[src/rtl/hilo_muldiv_unit.sv]
// rtl/hilo_muldiv_unit.sv - iterative multiply/divide unit owning the HI/LO register pair
//
// Purpose: executes MULT/MULTU/DIV/DIVU one bit per cycle and MTHI/MTLO in a single
// cycle. Signed operations work on magnitudes, and the signs are restored when HI/LO
// are written.
// Ports:
//   clk          rising-edge clock
//   reset        asynchronous active-low reset
//   start, op    request and opcode (000 MULT, 001 MULTU, 010 DIV, 011 DIVU, 100 MTHI, 101 MTLO)
//   src_a, src_b rs / rt operands
//   cancel       abort a running MULT/DIV without writing HI/LO
//   busy, done   in-flight flag and one-cycle completion pulse
//   div_by_zero  sticky divide-by-zero flag
//   hi, lo       architectural HI/LO registers
module hilo_muldiv_unit #(
  parameter int WIDTH = 32
) (
  input  logic             clk,
  input  logic             reset,
  input  logic             start,
  input  logic [2:0]       op,
  input  logic [WIDTH-1:0] src_a,
  input  logic [WIDTH-1:0] src_b,
  input  logic             cancel,
  output logic             busy,
  output logic             done,
  output logic             div_by_zero,
  output logic [WIDTH-1:0] hi,
  output logic [WIDTH-1:0] lo
);

  localparam int CW = $clog2(WIDTH);
  localparam logic [2:0] OP_MULT  = 3'b000;
  localparam logic [2:0] OP_MULTU = 3'b001;
  localparam logic [2:0] OP_DIV   = 3'b010;
  localparam logic [2:0] OP_DIVU  = 3'b011;
  localparam logic [2:0] OP_MTHI  = 3'b100;
  localparam logic [2:0] OP_MTLO  = 3'b101;

  typedef enum logic {S_IDLE, S_RUN} state_t;

  state_t             state_q, state_d;
  logic [CW-1:0]      cnt_q, cnt_d;
  // Multiply: {partial product high, remaining multiplier bits}.
  // Divide: {partial remainder, quotient/dividend bits}.
  logic [2*WIDTH-1:0] acc_q, acc_d;
  logic [WIDTH-1:0]   opnd_q, opnd_d;     // multiplicand or divisor magnitude
  logic               is_div_q, is_div_d;
  logic               dz_q, dz_d;         // divide by zero pending, finishes at E1
  logic               neg_q, neg_d;       // negate product / quotient
  logic               rneg_q, rneg_d;     // negate remainder
  logic [WIDTH-1:0]   hi_q, hi_d;
  logic [WIDTH-1:0]   lo_q, lo_d;
  logic               done_q, done_d;
  logic               dbz_q, dbz_d;

  logic               signed_op;
  logic [WIDTH-1:0]   a_mag, b_mag;
  logic [WIDTH-1:0]   mul_addend;
  logic [WIDTH:0]     mul_sum;
  logic [WIDTH:0]     div_up;
  logic               div_ge;
  logic [WIDTH-1:0]   div_diff;
  logic [2*WIDTH-1:0] step;
  logic [2*WIDTH-1:0] prod_fix;
  logic [WIDTH-1:0]   quot_fix, rem_fix;

  always_comb begin
    signed_op = ~op[0];
    a_mag = (signed_op && src_a[WIDTH-1]) ? -src_a : src_a;
    b_mag = (signed_op && src_b[WIDTH-1]) ? -src_b : src_b;

    // Shift-add step: add the multiplicand when the current multiplier bit is 1, then
    // shift right. The carry lands in the top bit.
    mul_addend = acc_q[0] ? opnd_q : {WIDTH{1'b0}};
    mul_sum    = {1'b0, acc_q[2*WIDTH-1:WIDTH]} + {1'b0, mul_addend};

    // Restoring step: shift left by one and subtract the divisor when it fits.
    // The remainder is always below 2^WIDTH, so the difference fits in WIDTH bits.
    div_up   = acc_q[2*WIDTH-1:WIDTH-1];
    div_ge   = (div_up >= {1'b0, opnd_q});
    div_diff = div_up[WIDTH-1:0] - opnd_q;

    if (is_div_q) begin
      step = {(div_ge ? div_diff : div_up[WIDTH-1:0]), acc_q[WIDTH-2:0], div_ge};
    end else begin
      step = {mul_sum, acc_q[WIDTH-1:1]};
    end

    prod_fix = neg_q  ? -step : step;
    quot_fix = neg_q  ? -step[WIDTH-1:0] : step[WIDTH-1:0];
    rem_fix  = rneg_q ? -step[2*WIDTH-1:WIDTH] : step[2*WIDTH-1:WIDTH];
  end

  always_comb begin
    state_d  = state_q;
    cnt_d    = cnt_q;
    acc_d    = acc_q;
    opnd_d   = opnd_q;
    is_div_d = is_div_q;
    dz_d     = dz_q;
    neg_d    = neg_q;
    rneg_d   = rneg_q;
    hi_d     = hi_q;
    lo_d     = lo_q;
    done_d   = 1'b0;
    dbz_d    = dbz_q;

    case (state_q)
      S_IDLE: begin
        if (start) begin
          case (op)
            OP_MULT, OP_MULTU, OP_DIV, OP_DIVU: begin
              state_d  = S_RUN;
              cnt_d    = '0;
              dbz_d    = 1'b0;
              is_div_d = op[1];
              neg_d    = signed_op & (src_a[WIDTH-1] ^ src_b[WIDTH-1]);
              rneg_d   = signed_op & src_a[WIDTH-1] & op[1];
              dz_d     = op[1] & (src_b == '0);
              if (op[1]) begin
                opnd_d = b_mag;
                // A zero divisor returns the raw dividend in HI, so keep it unmodified.
                acc_d  = {{WIDTH{1'b0}}, ((src_b == '0) ? src_a : a_mag)};
              end else begin
                opnd_d = a_mag;
                acc_d  = {{WIDTH{1'b0}}, b_mag};
              end
            end
            OP_MTHI: begin
              hi_d  = src_a;
              dbz_d = 1'b0;
            end
            OP_MTLO: begin
              lo_d  = src_a;
              dbz_d = 1'b0;
            end
            default: ;
          endcase
        end
      end
      S_RUN: begin
        if (cancel) begin
          state_d = S_IDLE;
        end else if (dz_q) begin
          state_d = S_IDLE;
          lo_d    = {WIDTH{1'b1}};
          hi_d    = acc_q[WIDTH-1:0];
          dbz_d   = 1'b1;
          done_d  = 1'b1;
        end else begin
          acc_d = step;
          cnt_d = cnt_q + 1'b1;
          if (cnt_q == CW'(WIDTH - 1)) begin
            state_d = S_IDLE;
            done_d  = 1'b1;
            if (is_div_q) begin
              lo_d = quot_fix;
              hi_d = rem_fix;
            end else begin
              {hi_d, lo_d} = prod_fix;
            end
          end
        end
      end
      default: state_d = S_IDLE;
    endcase
  end

  always_ff @(posedge clk or negedge reset) begin
    if (!reset) begin
      state_q  <= S_IDLE;
      cnt_q    <= '0;
      acc_q    <= '0;
      opnd_q   <= '0;
      is_div_q <= 1'b0;
      dz_q     <= 1'b0;
      neg_q    <= 1'b0;
      rneg_q   <= 1'b0;
      hi_q     <= '0;
      lo_q     <= '0;
      done_q   <= 1'b0;
      dbz_q    <= 1'b0;
    end else begin
      state_q  <= state_d;
      cnt_q    <= cnt_d;
      acc_q    <= acc_d;
      opnd_q   <= opnd_d;
      is_div_q <= is_div_d;
      dz_q     <= dz_d;
      neg_q    <= neg_d;
      rneg_q   <= rneg_d;
      hi_q     <= hi_d;
      lo_q     <= lo_d;
      done_q   <= done_d;
      dbz_q    <= dbz_d;
    end
  end

  assign busy        = (state_q == S_RUN);
  assign done        = done_q;
  assign div_by_zero = dbz_q;
  assign hi          = hi_q;
  assign lo          = lo_q;

endmodule

[config.mk]
export PLATFORM = sky130hd
export DESIGN_NAME = hilo_muldiv_unit
export DESIGN_NICKNAME = d
export VERILOG_FILES = /design/src/rtl/hilo_muldiv_unit.sv
export SDC_FILE = /design/constraint.sdc
export NUM_CORES = 1
export LEC_CHECK = 0
export BUFFER_PORTS_ARGS = -buffer_cell sky130_fd_sc_hd__buf_2
export CORE_MARGIN = 2
export CORE_UTILIZATION = 50
export CTS_BUF_LIST = sky130_fd_sc_hd__clkbuf_8
export CTS_CLUSTER_DIAMETER = 120
export DETAILED_ROUTE_END_ITERATION = 12
export MAX_ROUTING_LAYER = met4
export PLACE_DENSITY = 0.68
export RECOVER_POWER = 25
export SLEW_MARGIN = 20
export SYNTH_ARGS = -nofsm -noshare
export SYNTH_HDL_FRONTEND = slang
export SYNTH_SLANG_ARGS = --single-unit
[constraint.sdc]
create_clock -name clk -period 7.2 [get_ports clk]
set_clock_uncertainty 0.2 [all_clocks]
set_input_delay 0.72 -clock clk [delete_from_list [all_inputs] [get_ports clk]]
set_output_delay 0.72 -clock clk [all_outputs]
set_load 0.01 [all_outputs]
==> impl_results.md <==
* Run status: finished with violations
* Failing checks: max-capacitance violations, max-slew violations
* Cell area after synthesis at 0.0169 sq mm
* DR iter-0 viols at 2210
* Met2 WL at 31.3 mm
* HPWL after detailed placement at 52.2 mm
* Highest metal used: met4
* Highest ir drop seen on vdd at 0.163 mV
* First-pass GRT wire length at 105 mm
* Non-Filler Instances at 2738
* Clock root cell: sky130_fd_sc_hd__clkbuf_8
* Filler Cells Inserted at 3259
* Number of setup buffers added after CTS at 0
* Routed met1 length at 28.1 mm
* Asr flop ratio synth at 100%
* Count of warnings emitted by yosys at 0
* Average size of a mapped cell at 7.54 sq um
* Unrepaired setup endpoints after global routing: false
* Remaining DRCs at 0
* Net Count, Synth at 2385
* Pre-CTS WS at 0.955 ns
* Vias in the first global route at 17100
* Post-synth top area cell: sky130_fd_sc_hd__dfrtp_1
* Commonest non-fill, non-tap cells in the layout: sky130_fd_sc_hd__nand2_1 (279), sky130_fd_sc_hd__o21ai_0 (231), sky130_fd_sc_hd__a21oi_1 (187)
* Max-cap violation count at 1
* Most common cell after layout, fill and taps aside: sky130_fd_sc_hd__nand2_1
* Post-Route WL at 68.9 mm
* Final ANT Viol Nets at 0
* Area share of the largest cell type after synthesis at 25.5%
* Hold wc startpoint: lo[26]$_DFFE_PN0P_
* Type of element launching the critical path: flop
* Clock power share at 9.5%
* Switching portion of total power at 55.4%
* Later-pin clock latency in the skew report at 0.53 ns
* Worst reg-to-reg path cell count at 18
* Crit. End Element: flop
* Longest Clk Path Bufs at 2
* Synth unique cells at 103
* Startpoint of the most critical register-to-register path: acc_q[43]$_DFFE_PN0P_
* Global-route usage over all layers at 39.9%
* CTS tree: done
* CTS buffer count at 17
* Sw power at 4.08 mW
* Post-synth top flop: sky130_fd_sc_hd__dfrtp_1
* Starting density of the core at 50.5%
* Hold/Removal Path Class: reg -> reg
* Highest Clock Rate at 0.156 GHz
* Arrival time at the worst endpoint at 6.67 ns
* Terminus of the critical flop-to-flop path: hi[26]$_DFFE_PN0P_
* Met3 wirelength from detailed routing at 5.61 mm
* Post-synthesis cell count at 2242
* Worst Tran Pin Value at 5.50 ns
* Standard-cell row count at 67
* Chip Height at 188 um
* Cts-stage hold buffer count at 0
* Largest net degree at the start of global routing at 93
* Clock period minus final worst setup slack at 6.40 ns
* Number of antenna violations at the first check in global routing at 2
* Die footprint at 0.0353 sq mm
* Ratio of total power to cell area at 405 mW/mm^2
* Type of the worst setup path: reg -> reg
* Io pins at 138
* Setup WS post-layout at 0.797 ns
* Sequential cell fraction of total power at 23.0%
* Flip-flop and latch count after synthesis at 172
* Number of setup violations in the final report at 0
* Period utilisation layout at 88.9%
* Leading post-synthesis cells by cell area: sky130_fd_sc_hd__dfrtp_1 (25%), sky130_fd_sc_hd__o21ai_0 (6.8%), sky130_fd_sc_hd__nand2_1 (6.2%)
* Count of TritonRoute iterations in the first routing pass at 6
* Max-slew violation count at 93
* Depth of the worst hold-timing path at 2
* Internal power at 3.28 mW
* Growth of design area from synthesis to finish at 7.55%
* Layout cell share with drive strength beyond 1 at 12.3%
* Via total after detailed routing at 18200
* Area of the core at 0.0334 sq mm
* Leakage power summed over all cells at 7.69 nW
* Net count, final at 2419
* CTS Sinks at 172
* H-tree lvl count at 4
* Register area share after synthesis at 25.5%
* Fraction of power consumed by combinational cells at 67.5%
* Highest net fanout along the worst path at 10
* Endpoint required time on the critical path at 7.47 ns
* Endpoint, Worst Hold: lo[26]$_DFFE_PN0P_
* Final Hold Fails at 0
* Via density per instance at 6.64
* Routability congestion estimate at 1.05
* Dpl cells at 2705
* Slack of the worst reg-to-reg path at 0.80 ns
* TNS Setup at 0 ns
* # resized after CTS at 0
* Total congestion overflow after global routing at 0
* DR WL/cell at 25.2 um
* Port bufs at 137
* Worst slew margin at -267%
* Post-synth EDFFs at 0
* Clock Pin Slew Worst Setup and Hold Paths at 0.12 ns
* Die width at 188 um
[synth_stat cells, types with 17 or more instances]
cell type,number
sky130_fd_sc_hd__a211oi_1,29
sky130_fd_sc_hd__a21o_1,27
sky130_fd_sc_hd__a21oi_1,188
sky130_fd_sc_hd__a22o_1,18
sky130_fd_sc_hd__a31oi_1,34
sky130_fd_sc_hd__and2_1,46
sky130_fd_sc_hd__clkbuf_1,121
sky130_fd_sc_hd__dfrtp_1,172
sky130_fd_sc_hd__ha_1,70
sky130_fd_sc_hd__inv_1,83
sky130_fd_sc_hd__mux2_2,17
sky130_fd_sc_hd__mux2i_1,33
sky130_fd_sc_hd__nand2_1,280
sky130_fd_sc_hd__nand3_1,35
sky130_fd_sc_hd__nand4_1,26
sky130_fd_sc_hd__nor2_1,158
sky130_fd_sc_hd__nor3_1,46
sky130_fd_sc_hd__nor3b_1,25
sky130_fd_sc_hd__nor4_1,17
sky130_fd_sc_hd__o211ai_1,30
sky130_fd_sc_hd__o21ai_0,231
sky130_fd_sc_hd__o22ai_1,34
sky130_fd_sc_hd__o31ai_1,18
sky130_fd_sc_hd__or3_1,49
sky130_fd_sc_hd__xnor2_1,90
sky130_fd_sc_hd__xor2_1,66
[cells by family after synthesis]
group           synth area share, %
compound gates                 29.7
flops                          25.5
fa+ha+maj                      5.42
buf+inv                        5.55
mux                            3.09
simple gates                   22.7
xor+xnor                       8.08
[registers in the layout, summed over array words and instances (netlist names)]
register,count
hi,32
busy,1
acc_q,64
is_div_q,1
neg_q,1
opnd_q,32
rneg_q,1
div_by_zero,1
dz_q,1
cnt_q,5
lo,32
done,1
[final cells by class]
cell class | instances | area, sq um | share of cell area [%]
Antenna cell | 1 | 2.50 | 0.0138
Clock buffer | 17 | 234 | 1.29
Clock inverter | 15 | 133 | 0.729
Inverter | 84 | 315 | 1.73
Multi-Input combinational cell | 1833 | 11700 | 64.4
Sequential cell | 172 | 4310 | 23.7
Tap cell | 448 | 561 | 3.08
Timing Repair Buffer | 168 | 917 | 5.04
[worst max-delay path by stage]
stage                     startpoint            endpoint  slack, ns
6_report       acc_q[43]$_DFFE_PN0P_  hi[26]$_DFFE_PN0P_       0.80
5_1_grt        acc_q[43]$_DFFE_PN0P_  hi[10]$_DFFE_PN0P_       0.39
4_1_cts        acc_q[32]$_DFFE_PN0P_  hi[26]$_DFFE_PN0P_       0.94
3_5_place_dp   acc_q[43]$_DFFE_PN0P_  hi[26]$_DFFE_PN0P_       0.95
3_3_place_gp   acc_q[32]$_DFFE_PN0P_  hi[26]$_DFFE_PN0P_       1.35
2_1_floorplan  acc_q[32]$_DFFE_PN0P_  hi[16]$_DFFE_PN0P_       2.03
[per-layer routing]
| layer | global-route usage [%] | up-vias |
|---|---|---|
| li1 | - | 8280 |
| met1 | 51.2 | 8724 |
| met2 | 62.1 | 987 |
| met3 | 5.47 | 184 |
| met4 | 19.8 | 0 |
| met5 | - | - |
[worst max-delay path, stage by stage, from the launching register on]
cell	delay, ns
sky130_fd_sc_hd__dfrtp_1	0.44
sky130_fd_sc_hd__ha_1	0.42
sky130_fd_sc_hd__a21oi_1	0.33
sky130_fd_sc_hd__o21ai_1	0.22
sky130_fd_sc_hd__o31ai_2	0.77
sky130_fd_sc_hd__a31o_2	0.45
sky130_fd_sc_hd__ha_1	0.25
sky130_fd_sc_hd__nor3b_1	0.24
sky130_fd_sc_hd__o221ai_1	0.25
sky130_fd_sc_hd__nor4_1	0.58
sky130_fd_sc_hd__nand3_1	0.28
sky130_fd_sc_hd__or3b_2	0.55
sky130_fd_sc_hd__nand2_1	0.28
sky130_fd_sc_hd__nand2b_1	0.09
sky130_fd_sc_hd__nor4_1	0.28
sky130_fd_sc_hd__and3_1	0.24
sky130_fd_sc_hd__a31oi_1	0.11
sky130_fd_sc_hd__xor2_1	0.19
sky130_fd_sc_hd__a21oi_1	0.17
[through the flow]
stage	total power [mW]	utilization [%]	hold WS [ns]	instance area [sq um]
6_report	7.35	54.4	0.287	18200
3_3_place_gp	6.49	53.3	0.260	17800
2_1_floorplan	4.95	-	0.224	16900
5_1_grt	7.81	54.4	0.318	18200
3_5_place_dp	6.50	53.3	0.267	17800
4_1_cts	7.22	54.4	0.124	18200
[power by group through the flow]
stage | clock network (mW) | registers [mW] | logic, mW
2_1_floorplan | 0 | 1.59 | 3.35
3_3_place_gp | 0 | 1.68 | 4.81
3_5_place_dp | 0 | 1.69 | 4.80
4_1_cts | 0.706 | 1.67 | 4.84
5_1_grt | 0.744 | 1.72 | 5.34
6_report | 0.701 | 1.69 | 4.96
No activity file was read; power rests on OpenSTA's default activity.
